--- config.mk ---
export PLATFORM = sky130hd
export DESIGN_NAME = fp_mul_scheduler
export DESIGN_NICKNAME = d
export VERILOG_FILES = /design/src/rtl/fp_pkg.sv /design/src/rtl/rr_arbiter.sv /design/src/rtl/fp_mul_scheduler.sv
export SDC_FILE = /design/constraint.sdc
export NUM_CORES = 1
export LEC_CHECK = 0
export BUFFER_PORTS_ARGS = -buffer_cell sky130_fd_sc_hd__buf_2
export CORE_AREA = 2 2 158 160
export DETAILED_ROUTE_END_ITERATION = 16
export DIE_AREA = 0 0 160 162
export GPL_ROUTABILITY_DRIVEN = 0
export PLACE_DENSITY = 0.53
export SYNTH_ARGS = -nofsm -noshare
export SYNTH_HDL_FRONTEND = slang
export SYNTH_SLANG_ARGS = --single-unit
--- constraint.sdc ---
create_clock -name i_clk -period 2 [get_ports i_clk]
set_input_delay 0.1 -clock i_clk [delete_from_list [all_inputs] [get_ports i_clk]]
set_output_delay 0.1 -clock i_clk [all_outputs]
set_load 0.02 [all_outputs]
--- src/rtl/fp_pkg.sv ---
// fp_pkg: shared state encoding and default parameters for the FP multiplier scheduler.
package fp_pkg;
   typedef enum logic [1:0] {IDLE, ISSUE, WAIT, RESP} state_t;
   localparam int SIZE_DEF = 32;
   localparam int N_REQ_DEF = 4;
   localparam int TIMEOUT_DEF = 255;
endpackage

--- src/rtl/rr_arbiter.sv ---
// rr_arbiter: combinational round-robin pick, priority starting just after the last grant.
module rr_arbiter #(
   parameter int N_REQ = fp_pkg::N_REQ_DEF,
   localparam int IW = $clog2(N_REQ)
) (
   input  logic [N_REQ-1:0] req,
   input  logic [IW-1:0]    last,
   output logic [N_REQ-1:0] grant,
   output logic [IW-1:0]    idx,
   output logic             any
);
   always_comb begin
      logic [IW-1:0] k;
      k = '0;
      idx = '0;
      // walk from farthest to nearest so the nearest valid requester wins
      for (int i = N_REQ; i >= 1; i--) begin
         k = IW'((int'(last) + i) % N_REQ);
         if (req[k]) idx = k;
      end
      any = |req;
      grant = any ? N_REQ'(1) << idx : '0;
   end
endmodule

--- src/rtl/fp_mul_scheduler.sv ---
// fp_mul_scheduler: serialises N_REQ requesters onto one FP multiplier with
// round-robin grant, operand hold, done/timeout capture and response handshake.
module fp_mul_scheduler
   import fp_pkg::*;
#(
   parameter int SIZE = SIZE_DEF,
   parameter int N_REQ = N_REQ_DEF,
   parameter int TIMEOUT = TIMEOUT_DEF,
   localparam int IW = $clog2(N_REQ),
   localparam int CW = $clog2(TIMEOUT + 1)
) (
   input  logic                  i_clk,
   input  logic                  i_rst_n,
   input  logic [N_REQ-1:0]      i_req_valid,
   input  logic [N_REQ*SIZE-1:0] i_req_a,
   input  logic [N_REQ*SIZE-1:0] i_req_b,
   output logic [N_REQ-1:0]      o_req_ready,
   output logic                  o_mul_start,
   output logic [SIZE-1:0]       o_mul_a,
   output logic [SIZE-1:0]       o_mul_b,
   input  logic [SIZE-1:0]       i_mul_result,
   input  logic                  i_mul_done,
   output logic                  o_rsp_valid,
   output logic [IW-1:0]         o_rsp_id,
   output logic [SIZE-1:0]       o_rsp_result,
   output logic                  o_rsp_err,
   input  logic                  i_rsp_ready,
   output logic                  o_busy
);
   state_t           state, state_n;
   logic [IW-1:0]    last_grant, gnt_idx;
   logic [N_REQ-1:0] gnt;
   logic             any_req, tmo;
   logic [CW-1:0]    cnt;

   rr_arbiter #(.N_REQ(N_REQ)) u_arb (
      .req(i_req_valid), .last(last_grant), .grant(gnt), .idx(gnt_idx), .any(any_req)
   );

   // counter holds the number of completed WAIT cycles, so this is the last allowed one
   assign tmo = cnt == CW'(TIMEOUT - 1);

   always_comb begin
      state_n = (state == IDLE)  ? (any_req ? ISSUE : IDLE) :
                (state == ISSUE) ? WAIT :
                (state == WAIT)  ? ((i_mul_done || tmo) ? RESP : WAIT) :
                (i_rsp_ready ? IDLE : RESP);
      o_req_ready = (state == IDLE && i_rst_n) ? gnt : '0;
      o_mul_start = state == ISSUE;
      o_rsp_valid = state == RESP;
      o_busy = state != IDLE;
   end

   always_ff @(posedge i_clk or negedge i_rst_n)
      if (!i_rst_n) begin
         state <= IDLE;
         last_grant <= IW'(N_REQ - 1);
         cnt <= '0;
         o_mul_a <= '0;
         o_mul_b <= '0;
         o_rsp_id <= '0;
         o_rsp_result <= '0;
         o_rsp_err <= '0;
      end else begin
         state <= state_n;
         cnt <= (state == WAIT) ? cnt + CW'(1) : '0;
         if (state == IDLE && any_req) begin
            o_mul_a <= i_req_a[int'(gnt_idx)*SIZE +: SIZE];
            o_mul_b <= i_req_b[int'(gnt_idx)*SIZE +: SIZE];
            o_rsp_id <= gnt_idx;
         end
         if (state == WAIT && (i_mul_done || tmo)) begin
            o_rsp_result <= i_mul_done ? i_mul_result : '0;
            o_rsp_err <= !i_mul_done;
         end
         if (state == RESP && i_rsp_ready) last_grant <= o_rsp_id;
      end
endmodule
# After elaboration in Yosys (flattened, before gate mapping)
# Index checks and enable logic that the tools add are counted.
dict set report totals {
  ff_bits 111
  in_bits 296
}
dict set report op_classes {
  add_sub_neg 5
  order_cmp 4
  eq_ne 4
  shift 3
  n_mux 22
  reduce_logical 9
}
# operator count
set ops {}
lappend ops {{$shiftx 128x8->32} 2}
lappend ops {{$mux 32} 1}
lappend ops {{$mux 2} 8}
lappend ops {{$lt 2x3->1 const B} 4}
lappend ops {{$add 8x1->8 const B} 1}
lappend ops {{$bmux 1 s2} 4}
lappend ops {{$eq 8x8->1 const B} 1}
lappend ops {{$mux 4} 2}
lappend ops {{$mux 8} 1}
lappend ops {{$mux 1} 6}
lappend ops {{$add 2x1->2 const B} 2}
lappend ops {{$add 2x2->2 const B} 2}
lappend ops {{$eq 2x2->1 const B} 2}
lappend ops {{$logic_and 1x1->1} 4}
lappend ops {{$reduce_or 4->1} 1}
lappend ops {{$shl 1x2->4 const A} 1}
lappend ops {{$eq 2x1->1 const B} 1}
lappend ops {{$logic_not 2->1} 1}
lappend ops {{$reduce_bool 2->1} 1}
lappend ops {{$logic_not 1->1} 1}
lappend ops {{$logic_or 1x1->1} 1}

# Depth between registers and ports, before layout
dict set report logic_depth {
  depth_word 10
  depth_mapped 7
  ltp_nobuf 5
}

# Cells and area by module
# Synthesis repeated with hierarchy kept, for this count alone.
dict set report unflattened {
  cells_unflattened 606
  hier_area_um2 6676.4
}
# mod n_inst cells_per_inst area_each_um2 seq_area_each_um2
set modules_own_cells {}
lappend modules_own_cells {fp_mul_scheduler 1 572 6432.4 2780.2}
lappend modules_own_cells {rr_arbiter 1 34 244.0 0.0}

# Worst setup path before layout
# No wires, ideal clock.
dict set report synth_path {
  path_kind {reg2reg}
  startpoint {reg state[1]}
  endpoint {reg o_mul_a[0]}
  setup_ns 0.142
  arrival_ns 1.725
  slack_ns 0.133
  stages_incl_launch_ff 8
  period_less_slack_ns 1.867
  path_cell_list {dfrtp_1 -> or2_1 -> a31oi_2 -> nand3_1 -> buf_2 -> clkbuf_1 -> a211oi_1 -> a211oi_1}
}
dict set report synth_via {
  elab_chain_cells 2
}
# item line_no
set synth_lines {}
lappend synth_lines {{from (decl)} fp_mul_scheduler.sv:30} ;# state_t state, state_n;
lappend synth_lines {{from (signal assigned)} fp_mul_scheduler.sv:65} ;# state <= state_n;
lappend synth_lines {{$logic_not 2->1} fp_mul_scheduler.sv:67} ;# if (state == IDLE && any_req) begin
lappend synth_lines {{$logic_and 1x1->1} fp_mul_scheduler.sv:67}
lappend synth_lines {{to (signal assigned)} fp_mul_scheduler.sv:68} ;# o_mul_a <= i_req_a[int'(gnt_idx)*SIZE +: SIZE];
lappend synth_lines {{to (decl)} fp_mul_scheduler.sv:19} ;# output logic [SIZE-1:0] o_mul_a,
# No other way between the ends.
# A chain may end at the register's enable or synchronous reset.

# Worst setup path after layout
dict set report layout_path {
  startpoint {reg last_grant[1]}
  endpoint {out o_req_ready[1]}
}
dict set report layout_via {
  elab_chain_cells 10
}
# item line_no
set layout_lines {}
lappend layout_lines {{from (decl)} fp_mul_scheduler.sv:31} ;# logic [IW-1:0] last_grant, gnt_idx;
lappend layout_lines {{from (signal assigned)} fp_mul_scheduler.sv:57} ;# last_grant <= IW'(N_REQ - 1);
lappend layout_lines {{from (signal assigned)} fp_mul_scheduler.sv:76} ;# if (state == RESP && i_rsp_ready) last_grant <= o_rsp_id;
lappend layout_lines {{$add 2x1->2} rr_arbiter.sv:18} ;# k = IW'((int'(last) + i) % N_REQ);
lappend layout_lines {{$bmux 1 s2} rr_arbiter.sv:19} ;# if (req[k]) idx = k;
lappend layout_lines {{$mux 1 (implied by the code)} rr_arbiter.sv:19}
lappend layout_lines {{$mux 2 (3 in a row)} rr_arbiter.sv:19}
lappend layout_lines {{$mux 2 *} rr_arbiter.sv:19}
lappend layout_lines {{$shl 1x2->4 *} rr_arbiter.sv:22} ;# grant = any ? N_REQ'(1) << idx : '0;
lappend layout_lines {{$mux 4 *} rr_arbiter.sv:22}
lappend layout_lines {{$mux 4 *} fp_mul_scheduler.sv:48} ;# o_req_ready = (state == IDLE && i_rst_n) ? gnt : '0;
lappend layout_lines {{to (decl)} fp_mul_scheduler.sv:17} ;# output logic [N_REQ-1:0] o_req_ready,
# Mark *: on every way between the ends. The rest lies on a longest branch, timed or not. The select of a mux whose other input is x is not followed.

==> results by stage <==
Clock tree:
- The clock tree synthesis step divided the H-tree into 3 levels.
- The cell sitting at the root of the clock tree is a sky130_fd_sc_hd__clkbuf_16.
- The tree built by TritonCTS fans out to 111 sinks.
- The later-pin clock latency in the skew report is 370 ps.
- No sink is reached through more buffers than the 2 on the longest clock path.
- Counting the buffers created by CTS gives 9.
- TritonCTS built the clock tree.
- Clock-pin slew was measured on the worst setup and hold paths at 100 ps.

Drt:
- The average wire length per cell after detail routing is 19.4 µm.
- In the routed design, unresolved DRC markers number 0.
- The number of DRC violations after detailed-routing iteration 0 is 315.
- The post-route antenna net violation count is 0.
- The first TritonRoute pass finished after 4 iterations.
- The vias after detailed routing is 6,960.
- The post-detailed-routing wire length is 27.8 mm.
- After detailed routing, the number of vias per cell comes to 4.87.

STA:
- The final hold slack is 18.6 ps.
- Setup repair after global routing could not meet its margin everywhere.
- The remaining max-slew budget at the tightest pin is 68.0%.
- The share of the clock period used by the worst path is 103%.
- Setup violations remaining at the end of the flow were counted as 36.
- The minimum clock period after layout is 2070 ps.
- The hold violation count in the final report is 0.
- For the pin with the worst max-slew slack, the measured transition is 480 ps.
- The upper clock frequency limit is 484 MHz.
- The number of slew-limit violations in the final report is 0.
- The worst setup skew after layout is 15.8 ps.
- Across all setup checks in the final design, the least slack found is -66.5 ps.

Power and ir drop:
- For this design the total switching power over the nets is 6.25 mW.
- The design draws 13.7 mW.
- Power spread over the standard cell area amounts to 1360 nW/µm².
- Of the total power, the clock network draws 14.3%.
- The fraction of power consumed by combinational cells is 57.4%.
- The static power due to leakage is 4.86 nW.
- Net switching is 45.7% of the power.
- The worst-case IR drop observed on VDD is 0.519 mV.
- The internal power component is 7.43 mW.
- The sequential group share of total power is 28.3%.

Placement:
- The instance area after placement is 8930 µm².
- At the placement stage, the worst setup path has a slack of -45.0 ps.
- Buffers placed on the I/O ports in this run total 401.
- The half-perimeter wire length after placement is 19.1 mm.

Synth:
- The largest total area in the synthesized netlist belongs to sky130_fd_sc_hd__dfrtp_1.
- Summing the areas of all and, or, nand and nor instances in the mapped netlist gives 7.08% of the synthesized area.
- In the synthesized netlist, the cells that appear most often are sky130_fd_sc_hd__a211oi_1, sky130_fd_sc_hd__dfrtp_1, sky130_fd_sc_hd__nor2_1.
- Summing the areas of all xor and xnor instances in the mapped netlist gives 0.826% of the synthesized area.
- The top-area cell type share of the netlist area is 42.9%.
- Counting every net in the synthesized netlist gives 960.
- Measured against the total synthesized area, the mux share comes to 10.4%.
- The flip-flop cell with the highest count after synthesis is sky130_fd_sc_hd__dfrtp_1.
- Yosys mapped the design onto 37 distinct sky130hd cell types.
- By area the synthesized netlist is led by sky130_fd_sc_hd__dfrtp_1, sky130_fd_sc_hd__a211oi_1, sky130_fd_sc_hd__mux2i_1, sky130_fd_sc_hd__nor2_1, sky130_fd_sc_hd__a22o_1.
- The flip-flop and latch count after synthesis is 111.
- Counting flops with an async set or reset pin after synthesis yields a share of 100%.
- By area, the combinational part of the netlist is dominated by compound AO/OA/AOI/OAI gates.
- The synthesized netlist devotes 28.5% of its cell area to compound gates.
- The synthesized design contains 0 enable-type register cells.
- Averaged over all synthesized cells, the footprint is 9.61 µm².
- The total number of yosys warnings is 0.
- Of the total synthesized cell area, the portion taken by full adders, half adders and majority gates is 0.393%.
- The cell count after synthesis came out at 662.
- The synthesized cell area is 6360 µm².
- The portion of the post-synthesis area used by sequential elements is 43.7%.
- The most instantiated library cell after synthesis is sky130_fd_sc_hd__a211oi_1.

Global routing:
- For this run, the total global-route usage over all layers was measured as 20.4%.
- The maximum number of pins on one net before global-route repair is 64.
- After global routing the overflow that remains totals 0.
- The first global-routing pass estimated 40.8 mm of wire.
- The number of global-route vias before repair is 7,006.
- The number of antenna violations at the first check in global routing was 3.

Floorplanning:
- The die covers 25,900 µm².
- The die is 162 µm tall.
- The cell row count is 57.
- The total area inside the core boundary comes to 24,100 µm².
- The die extent in x is 160 µm.
- The effective utilization at floorplan is 26.4%.
- The number of ports placed on the die boundary is 402.

Hold path:
- The cell depth of the worst hold path is 2.
- In this run the most critical hold path is launched from i_mul_result[22].
- The path class of the tightest hold or removal check is primary input to register.
- The hold path endpoint is o_rsp_result[22].

Finish:
- The utilization after layout is 41.7%.
- Counting the fill cells in the layout gives 2,426.
- The summed area of non-filler cells in the final layout is 10,000 µm².
- The synthesis-to-finish area growth is 57.9%.
- Of the cells placed in the final design, the portion with a size suffix greater than 1 is 46.9%.
- The final layout contains 1,395 nets.

Critical path:
- The number of cells on the worst reg-to-reg path is 7.
- The worst setup path is of the register to output pin kind.
- The setup slack of the most critical reg-to-reg path is -60 ps.
- The worst setup path is captured at an output pin.
- The startpoint identified for the worst register-to-register timing path is last_grant[1].
- The endpoint of the worst-slack reg-to-reg timing path is o_mul_b[18].
- The critical path arrival is 1970 ps.
- For the worst setup path, the data required time is 1900 ps.
- The type of element launching the critical path is a register.
- In this run the worst path has a maximum fanout of 4.

Outcome:
- The flow ran to the end, but the final reports show violations.
- The checks that failed: setup timing.

Flow run:
- The tool flagged a number of max-cap violations equal to 0.
-- metal layers --
metal	vias to the layer above	share of wire [%]	GRT usage (%)
li1	3311	-	-
met1	3300	43	25.5
met2	315	49	35.6
met3	32	6.4	4.37
met4	2	1.9	6.10
met5	-	0.047	0
-- area by class of cell --
cell class	count	area [µm²]	area share, %
multi-input cells	418	3230	32.2
repair buffers	487	3040	30.3
diodes	2	5.00	0.0498
inverters	70	263	2.62
clock inverters	7	88.8	0.885
clock buffers	9	225	2.24
flip-flops and latches	111	2780	27.7
well taps	324	405	4.04
-- cell usage in the layout (no fill, tap or decap), drive strengths merged, types with 6 or more instances in the layout --
cell	instances
nor2	79
a22o	32
inv	74
mux2i	65
a211oi	192
buf	452
dfrtp	109
nand2	6
clkbuf	10
dlygate4sd3	32
-- worst max-delay path by stage --
stage                        from              to  slack (ps)  cells after the start
floorplan                state[1]      o_mul_a[0]         130                      7
global placement    last_grant[1]      o_mul_b[2]          30                      7
detailed placement  last_grant[1]     o_mul_a[26]         -40                      7
CTS                 last_grant[1]  o_req_ready[1]         -50                      7
global route        last_grant[1]  o_req_ready[1]        -180                      7
finish              last_grant[1]  o_req_ready[1]         -70                      6
-- power groups by stage --
stage / clock network [mW] / registers (mW) / logic [mW]
floorplan: 0 / 5.06 / 3.14
global placement: 0 / 3.87 / 7.08
detailed placement: 0 / 3.89 / 7.10
CTS: 2.01 / 3.87 / 7.77
global route: 2.11 / 4.01 / 8.43
finish: 1.95 / 3.88 / 7.85
-- critical path, cell delays in order, from the launching register on --
cell and delay, ps:
sky130_fd_sc_hd__dfstp_2 570, sky130_fd_sc_hd__mux2i_2 260, sky130_fd_sc_hd__o22ai_4 130, sky130_fd_sc_hd__a21oi_4 270, sky130_fd_sc_hd__buf_12 160, sky130_fd_sc_hd__nor2_1 50
sky130_fd_sc_hd__buf_4 160
-- cell families after synthesis --
family / after synthesis
AO/OA/AOI/OAI: 238
XOR/XNOR: 6
adder cells (fa/ha/maj): 2
buffers and inverters: 133
flip-flops: 111
multiplexers: 66
AND/OR/NAND/NOR: 106
-- what timing repair did --
action / CTS / global route
hold buffers: 32 / 0
resized for setup: 42 / 9
gates cloned: 3 / 1
setup endpoints to repair: 46 / 68
pin swaps: 12 / 2
buffers inserted: 14 / 1
endpoints found under the hold margin: 70 / 0
-- state kept, by name (all words and copies together) (netlist names) --
signal and flops:
o_rsp_err 1, o_rsp_id 2, o_mul_b 32, o_rsp_result 32, cnt 8, last_grant 2, state 2, o_mul_a 32
-- per-stage QoR --
step / cells / TNS [ps]
after floorplan: 662 / 0
after global placement: 1359 / 0
after detailed placement: 1359 / -231
after CTS: 1424 / -158
after global routing: 1427 / -7600
final: 1428 / -964
Power figures use the tool's default switching activity.
